<file path="src/rtl/mult_hilo_unit_pkg.sv">
// Shared types and constants for the HI/LO multiply writeback stage.
package mult_hilo_unit_pkg;

  localparam int unsigned DATA_W = 32;
  localparam int unsigned PROD_W = 64;

  // Sequencer states: accept, multiply, write back.
  typedef enum logic [1:0] {
    ST_IDLE = 2'd0,
    ST_MUL  = 2'd1,
    ST_WB   = 2'd2
  } state_e;

  // Two's-complement magnitude; 0x8000_0000 maps to itself, which is the
  // correct unsigned magnitude of the most negative operand.
  function automatic logic [DATA_W-1:0] magnitude(input logic [DATA_W-1:0] x);
    return x[DATA_W-1] ? (~x + DATA_W'(1)) : x;
  endfunction

endpackage

</file>
<file path="src/rtl/mult_hilo_unit_mult32.sv">
// Unsigned 32x32 -> 64 array multiplier core. Output is forced to zero while
// mult is low so nothing undefined can leak into downstream registers.
module mult_hilo_unit_mult32
  import mult_hilo_unit_pkg::*;
(
  input  logic              mult,
  input  logic [DATA_W-1:0] a,
  input  logic [DATA_W-1:0] b,
  output logic [PROD_W-1:0] out,
  output logic              en
);

  // Combinational product, qualified by mult.
  always_comb begin
    out = mult ? (PROD_W'(a) * PROD_W'(b)) : '0;
    en  = mult;
  end

endmodule

</file>
<file path="src/rtl/mult_hilo_unit.sv">
// Multiply sequencing/writeback stage: accepts a request, multiplies operand
// magnitudes through the mult32 core, fixes up the sign and commits to HI/LO.
module mult_hilo_unit
  import mult_hilo_unit_pkg::*;
#(
  parameter logic [31:0] HI_RST = 32'h0000_0000,
  parameter logic [31:0] LO_RST = 32'h0000_0000
) (
  input  logic              m_clock,
  input  logic              p_reset,
  input  logic              req_valid,
  output logic              req_ready,
  input  logic              req_signed,
  input  logic [DATA_W-1:0] req_a,
  input  logic [DATA_W-1:0] req_b,
  input  logic              flush,
  input  logic              mthi,
  input  logic              mtlo,
  input  logic [DATA_W-1:0] wdata,
  output logic [DATA_W-1:0] hi,
  output logic [DATA_W-1:0] lo,
  output logic              busy,
  output logic              done,
  output logic              cmd_err
);

  state_e              state_q, state_d;
  logic [DATA_W-1:0]   a_q, a_d;
  logic [DATA_W-1:0]   b_q, b_d;
  logic                neg_q, neg_d;
  logic [PROD_W-1:0]   prod_q, prod_d;
  logic [DATA_W-1:0]   hi_q, hi_d;
  logic [DATA_W-1:0]   lo_q, lo_d;

  logic                mult_on;
  logic [PROD_W-1:0]   mult_out;
  logic                mult_en_unused;
  logic [PROD_W-1:0]   res;
  logic                done_c;

  mult_hilo_unit_mult32 u_mult32 (
    .mult (mult_on),
    .a    (a_q),
    .b    (b_q),
    .out  (mult_out),
    .en   (mult_en_unused)
  );

  // Next-state, datapath and output decode for the IDLE/MUL/WB sequencer.
  always_comb begin
    // NOTE: every combinational output gets a default first so no path leaves
    // it unassigned, which would otherwise infer a latch.
    state_d = state_q;
    a_d     = a_q;
    b_d     = b_q;
    neg_d   = neg_q;
    prod_d  = prod_q;
    hi_d    = hi_q;
    lo_d    = lo_q;
    mult_on = 1'b0;
    done_c  = 1'b0;
    res     = neg_q ? (~prod_q + PROD_W'(1)) : prod_q;

    unique case (state_q)
      ST_IDLE: begin
        if (mthi) hi_d = wdata;
        if (mtlo) lo_d = wdata;
        if (req_valid && !flush) begin
          a_d     = req_signed ? magnitude(req_a) : req_a;
          b_d     = req_signed ? magnitude(req_b) : req_b;
          neg_d   = req_signed & (req_a[DATA_W-1] ^ req_b[DATA_W-1]);
          state_d = ST_MUL;
        end
      end
      ST_MUL: begin
        mult_on = 1'b1;
        if (flush) begin
          state_d = ST_IDLE;
        end else begin
          prod_d  = mult_out;
          state_d = ST_WB;
        end
      end
      ST_WB: begin
        state_d = ST_IDLE;
        if (!flush) begin
          hi_d   = res[PROD_W-1:DATA_W];
          lo_d   = res[DATA_W-1:0];
          done_c = 1'b1;
        end
      end
      default: state_d = ST_IDLE;
    endcase
  end

  // Handshake and status outputs; pulses are suppressed while reset is held.
  always_comb begin
    req_ready = (state_q == ST_IDLE) && !flush;
    busy      = (state_q != ST_IDLE);
    done      = done_c && p_reset;
    cmd_err   = busy && (mthi || mtlo) && p_reset;
    hi        = hi_q;
    lo        = lo_q;
  end

  // State register with synchronous active-low reset that overrides all inputs.
  always_ff @(posedge m_clock) begin
    // NOTE: sequential state uses non-blocking assignments so every register
    // samples the pre-edge values, independent of statement order.
    if (!p_reset) begin
      state_q <= ST_IDLE;
      a_q     <= '0;
      b_q     <= '0;
      neg_q   <= 1'b0;
      prod_q  <= '0;
      hi_q    <= HI_RST;
      lo_q    <= LO_RST;
    end else begin
      state_q <= state_d;
      a_q     <= a_d;
      b_q     <= b_d;
      neg_q   <= neg_d;
      prod_q  <= prod_d;
      hi_q    <= hi_d;
      lo_q    <= lo_d;
    end
  end

endmodule

</file>
<file path="config.mk">
export PLATFORM = sky130hd
export DESIGN_NAME = mult_hilo_unit
export DESIGN_NICKNAME = d
export VERILOG_FILES = /design/src/rtl/mult_hilo_unit_pkg.sv /design/src/rtl/mult_hilo_unit_mult32.sv /design/src/rtl/mult_hilo_unit.sv
export SDC_FILE = /design/constraint.sdc
export NUM_CORES = 2
export LEC_CHECK = 0
export ABC_AREA = 1
export CAP_MARGIN = 20
export CORE_ASPECT_RATIO = 1.25
export CORE_UTILIZATION = 47
export DETAILED_ROUTE_END_ITERATION = 10
export PLACE_DENSITY_LB_ADDON = 0.05
export SLEW_MARGIN = 0
export SYNTH_ARGS = -nofsm -noshare
export SYNTH_HDL_FRONTEND = slang
export SYNTH_SLANG_ARGS = --single-unit
</file>
<file path="constraint.sdc">
create_clock -name m_clock -period 7.61 [get_ports m_clock]
set_input_delay 1.9025 -clock m_clock [delete_from_list [all_inputs] [get_ports m_clock]]
set_output_delay 1.9025 -clock m_clock [all_outputs]
set_load 0.05 [all_outputs]
</file>
# --- Word-level counts from Yosys, hierarchy flattened ---
# Index checks and enable logic that the tools add are counted.
op_classes:
  addsub: 3
  mul: 1
  n_eq_ne: 6
  mux: 18
  n_bitwise: 6
  reduce_logical: 14
ops:
  columns: ["cell", "count"]
  rows:
  - ["2-to-1 mux 32 bit", 8]
  - ["2-to-1 mux 64 bit", 2]
  - ["one-hot mux 32 bit (2 select lines)", 2]
  - ["adder 32 x 1 -> 32 bit, second input constant", 2]
  - ["adder 64 x 1 -> 64 bit, second input constant", 1]
  - ["multiplier 32 x 32 -> 64 bit", 1]
  - ["NOT 32 bit", 2]
  - ["NOT 64 bit", 1]
  - ["inequality test 2 bit, second input constant", 4]
  - ["AND reduction 3 bit", 2]
  - ["logical AND 1 bit", 5]
  - ["2-to-1 mux 2 bit", 2]
  - ["one-hot mux 2 bit (2 select lines)", 1]
  - ["AND reduction 2 bit", 2]
  - ["nonzero test 2 bit", 2]
  - ["2-to-1 mux 1 bit", 3]
  - ["== test 2 x 1 -> 1 bit, second input constant", 1]
  - ["== test 2 bit, second input constant", 1]
  - ["zero test 2 bit", 1]
  - ["AND 1 bit", 1]
  - ["zero test 1 bit", 1]
  - ["logical OR 1 bit", 1]
  - ["NOT 1 bit", 1]
  - ["bitwise XOR 1 bit", 1]
totals:
  ff_bits: 195
  input_bits: 103
  elab_cells: 55

# --- Longest topological paths before layout ---
depth:
  ltp_word: 5
  depth_mapped: 33

# --- Cells and area by module ---
# A second synthesis with hierarchy kept.
hier_totals:
  cells_unflattened: 6708
  area_unflattened_um2: 47161.5
by_module_without_submodules:
  columns: ["module", "n_inst", "cells_each", "area_per_inst_um2", "seq_area_each_um2"]
  rows:
  - ["mult_hilo_unit_mult32", 1, 4986, 36127.1, 0.0]
  - ["mult_hilo_unit", 1, 1722, 11034.3, 3903.7]

# --- Worst setup path after synthesis ---
# No wires, ideal clock.
synth_timing:
  path_type: "register -> register"
  startpoint: "register a_q[31]"
  endpoint: "register prod_q[60]"
  t_arrival_ns: 6.253
  required_time_ns: 7.501
  path_slack_ns: 1.248
  stages_incl_launch_ff: 29
  path_buffers: 2
  cell_sequence: "dfxtp_1 clkbuf_1 clkbuf_1 nand2_1 fa_1 inv_1 fa_1 fa_1 inv_1 fa_1 inv_1 fa_1 fa_1 fa_1 inv_1 fa_1 inv_1 ha_1 nand2_1 nor2_1 inv_1 nor3_2 nand2_1 nor3_2 nand2_1 nand3_1 nand3_1 nand2_1 inv_1"
synth_via:
  elab_chain_cells: 2
synth_rtl:
  columns: ["item", "line", "rtl"]
  rows:
  - ["from (decl)", "mult_hilo_unit.sv:28", "logic [DATA_W-1:0] a_q, a_d;"]
  - ["from (signal assigned)", "mult_hilo_unit.sv:112", "a_q <= '0;"]
  - ["from (signal assigned)", "mult_hilo_unit.sv:120", "a_q <= a_d;"]
  - ["multiplier 32 x 32 -> 64 bit", "mult_hilo_unit_mult32.sv:15", "out = mult ? (PROD_W'(a) * PROD_W'(b)) : '0;"]
  - ["2-to-1 mux 64 bit", "mult_hilo_unit_mult32.sv:15", null]
  - ["to (signal assigned)", "mult_hilo_unit.sv:123", "prod_q <= prod_d;"]
  - ["to (decl)", "mult_hilo_unit.sv:31", "logic [PROD_W-1:0] prod_q, prod_d;"]
# No other way between the ends.
# A chain may end at the register's enable or synchronous reset.

# --- Worst setup path after layout ---
layout_timing:
  startpoint: "register b_q[7]"
  endpoint: "register prod_q[27]"
layout_via:
  elab_chain_cells: 2
layout_rtl:
  columns: ["item", "line", "rtl"]
  rows:
  - ["from (decl)", "mult_hilo_unit.sv:29", "logic [DATA_W-1:0] b_q, b_d;"]
  - ["from (signal assigned)", "mult_hilo_unit.sv:113", "b_q <= '0;"]
  - ["from (signal assigned)", "mult_hilo_unit.sv:121", "b_q <= b_d;"]
  - ["multiplier 32 x 32 -> 64 bit", "mult_hilo_unit_mult32.sv:15", null]
  - ["2-to-1 mux 64 bit", "mult_hilo_unit_mult32.sv:15", null]
# No other way between the ends.

==> key figures <==
Outcome
  – Status: completed

Logic synthesis
  – Yosys top cell area share: 0.380
  – Number of flops mapped to enable cells by yosys: 0
  – Synth top area cells: fa_1 (38%), inv_1 (15%), nand2_1 (15%)
  – Syn Nets: 7965
  – Area leader, netlist: fa_1
  – Synth Register Bits: ~200
  – Top_reg_cell synth: dfxtp_1
  – Yosys warns: 0
  – Post-Syn Area: approximately 47000 µm²
  – Post-synth ARST share: 0
  – Post-synth cell types: 51
  – Synthesized area per cell: slightly above 7 µm²
  – Cells after Synth: between 6k and 7k
  – Seq/Total Area, Yosys: 0.0827

Global routing
  – Tot GR Track Use: 0.320
  – Initial antenna violation count: 3
  – Vias in the first global route: roughly 42k
  – Largest net degree at the start of global routing: 79
  – Global route overflow: 0
  – First-pass GRT wire length: about 250 mm

STA
  – WHS: around 0.5 ns
  – Final Cycle Share: 0.961
  – Setup Skew: about 0.031 ns
  – Slew headroom: 0.283
  – Fin crit period: ~7.3 ns
  – Hold Vio Cnt, Final: 0
  – RSZ-0062 raised after global routing: false
  – Worst Slack Setup Final: approximately 0.30 ns
  – Setup tns final: 0 ns
  – Final Slew Violations: 0
  – Worst-Margin Slew: roughly 1.1 ns
  – Max Fclk: 137 MHz
  – Setup violators final: 0

Cells and area
  – Layout cell share with drive strength beyond 1: 0.0471
  – N_diodes: 0
  – Fin nets: roughly 8k
  – Area Growth Syn to Fin: 9.80%

Worst setup path
  – Crit path required time: approximately 8 ns
  – CP arrival: between 7 and 8 ns
  – Crit path max fanout: 14
  – Setup CP Type: flop to flop
  – CP Launch Type: flop
  – Kind of end point of the critical path: flop

Place
  – Place WS: roughly 0.033 ns
  – Routability cong.: about 0.98
  – Post-DP HPWL: approximately 130 mm
  – # port buffers: 170

Clock tree
  – CTS buffer count: 17
  – CTS H-tree depth: 4
  – Clk buf depth: 2
  – Setup Buffers After CTS: 0
  – Clock root cell: clkbuf_16
  – Sink Count: ~200
  – CTS tree: built
  – Clock transition at the registers of the reported paths: about 0.11 ns
  – Hold bufs inserted after CTS: 0
  – Clk Latency, worst-skew pair: about 0.52 ns

Die
  – Num ports: approximately 170
  – Core area: about 100000 µm²
  – Initial Util: 0.475
  – Row Count: 129
  – Die X-Extent: roughly 290 µm
  – Die Y: around 360 µm
  – Die area: between 100000 and 150000 µm²

Drt
  – Routed Antenna Nets: 0
  – Drt first-iter violations: roughly 2.8k
  – Final WL: between 150 and 200 mm
  – Vias per cell: 5.04
  – Routed WL per cell: roughly 20 µm
  – Vias post-DR: between 40k and 50k
  – Drc violations: 0
  – DRT Pass-1 Iters: 7

Power
  – Internal power: between 2 and 3 mW
  – Clock share of power: 0.182
  – Final Power: 5.85 mW
  – Leakage: a little over 30 nW
  – Power Density: approximately 110 nW/µm²
  – Sw frac: 0.516
  – Sequential fraction of design power: 0.202
  – Part of the power in combinational logic: 0.616
  – NetSw: 3.02 mW
  – Max IR drop VDD: around 170 µV

Min path
  – Hold Crit Class: flop to flop

Run
  – Maximum capacitance violations: 0
placed cells by master, fill, tap and decap left out, types with 19 or more instances in the layout:
cell,synthesis,routed
nor2_1,315,313
nor2_2,18,19
o21ai_1,19,19
fa_1,896,896
ha_1,266,264
xnor2_1,36,36
buf_4,4,131
nand3_1,200,200
a31oi_1,22,22
nand2_1,1856,1856
inv_1,1897,1896
a21oi_1,239,238
clkdlybuf4s50_1,0,169
nand4_1,32,32
o21ai_0,175,175
o211ai_1,24,24
xor2_1,28,28
buf_12,0,46
dfxtp_1,195,184
layout make-up:
type | instances | area [µm²]
Sequential cell | 195 | 3920
Multi-Input combinational cell | 4251 | 34800
Fill cell | 10000 | 47400
Clock buffer | 17 | 425
Tap cell | 1310 | 1640
Timing Repair Buffer | 349 | 3630
Clock inverter | 15 | 228
Inverter | 1910 | 7170
critical path, stage by stage, from the launching register on:
cell,delay (ns)
dfxtp_1,0.41
buf_4,0.26
buf_4,0.25
nand2_1,0.07
inv_1,0.07
fa_1,0.43
fa_1,0.49
fa_1,0.53
inv_1,0.05
fa_1,0.47
inv_1,0.05
fa_1,0.48
fa_1,0.51
fa_1,0.56
fa_1,0.45
ha_1,0.38
nand2_1,0.17
inv_1,0.05
nand2_1,0.06
nand2_1,0.10
a21oi_1,0.40
nand3_1,0.34
xnor2_1,0.35
nand2_1,0.08
o211ai_1,0.11
inv_1,0.06
per-layer routing:
| metal | routed length (µm) | vias up | global-route usage | share of wire |
|---|---|---|---|---|
| met5 | 24 | - | 0.00185 | 0.00015 |
| met2 | 77800 | 1249 | 0.558 | 0.49 |
| met1 | 66800 | 20000 | 0.419 | 0.42 |
| met4 | 4070 | 4 | 0.0855 | 0.026 |
| li1 | - | 19100 | - | - |
| met3 | 8620 | 188 | 0.0363 | 0.055 |
path summary, 6_finish.rpt:
check,from,endpoint,slack (ns),cells past startpoint
setup reg to reg,b_q[7],prod_q[27],0.30,25
hold / removal,prod_q[0],lo[0],0.50,2
setup / recovery,b_q[7],prod_q[27],0.30,25
hold reg to reg,prod_q[0],lo[0],0.50,2
repair_timing:
item | 4_1_cts | 5_1_grt
endpoints found under the hold margin | 0 | 0
gates resized for setup | 0 | 20
setup endpoints to repair | 0 | 14
per-stage QoR:
step	instance area (µm²)	cells	util
after floorplan	47200	6700	-
after global placement	51100	8015	0.515
after detailed placement	51100	8015	0.515
after CTS	51800	8047	0.522
after global routing	51800	8047	0.522
final	51800	8047	0.522
state kept, by name (all words and copies together) (netlist names):
| signal | flops |
|---|---|
| a_q | 32 |
| b_q | 32 |
| hi | 32 |
| lo | 32 |
| neg_q | 1 |
| prod_q | 64 |
| state_q | 2 |
cell usage after synthesis, types with 2 or more instances:
master    count
or2_1         2
buf_4         4
fa_1        896
o21ai_2       3
dfxtp_1     195
nor2_2       18
ha_1        266
o31ai_1       2
and3_1        4
a31oi_1      22
nand2_1    1856
a21oi_2       4
nor4_1        6
xnor2_1      36
inv_1      1897
nand3b_1      9
nand3_1     200
inv_2        12
buf_2        24
o221ai_1      2
xor2_1       28
o21bai_1     11
buf_1        12
nand4_1      32
nor2_1      315
or2_2         9
nand3_2       3
o21ai_0     175
o211ai_1     24
nor3_1       17
a21oi_1     239
nor2_4        7
nand2_4       5
o21ai_1      19
nand2_2      10
a21o_1        3
nor3_2        6
nor2_8        2
clkbuf_1    304
and2_1        4
nor3b_2       3
or2_0         5
power by group through the flow:
stage | registers (mW) | logic, mW | clock network [mW]
floorplan | 1.23 | 2.13 | 0
global placement | 1.20 | 3.57 | 0
detailed placement | 1.20 | 3.56 | 0
CTS | 1.18 | 3.62 | 1.08
global route | 1.19 | 3.98 | 1.12
finish | 1.18 | 3.61 | 1.07
cell families after synthesis:
family	count (synthesis)	synth area share
compound gates	507	0.0576
flops	195	0.0827
buf+inv	2254	0.180
xor+xnor	64	0.0119
fa+ha+maj	1162	0.451
simple gates	2518	0.217
No activity file was read; power rests on OpenSTA's default activity.
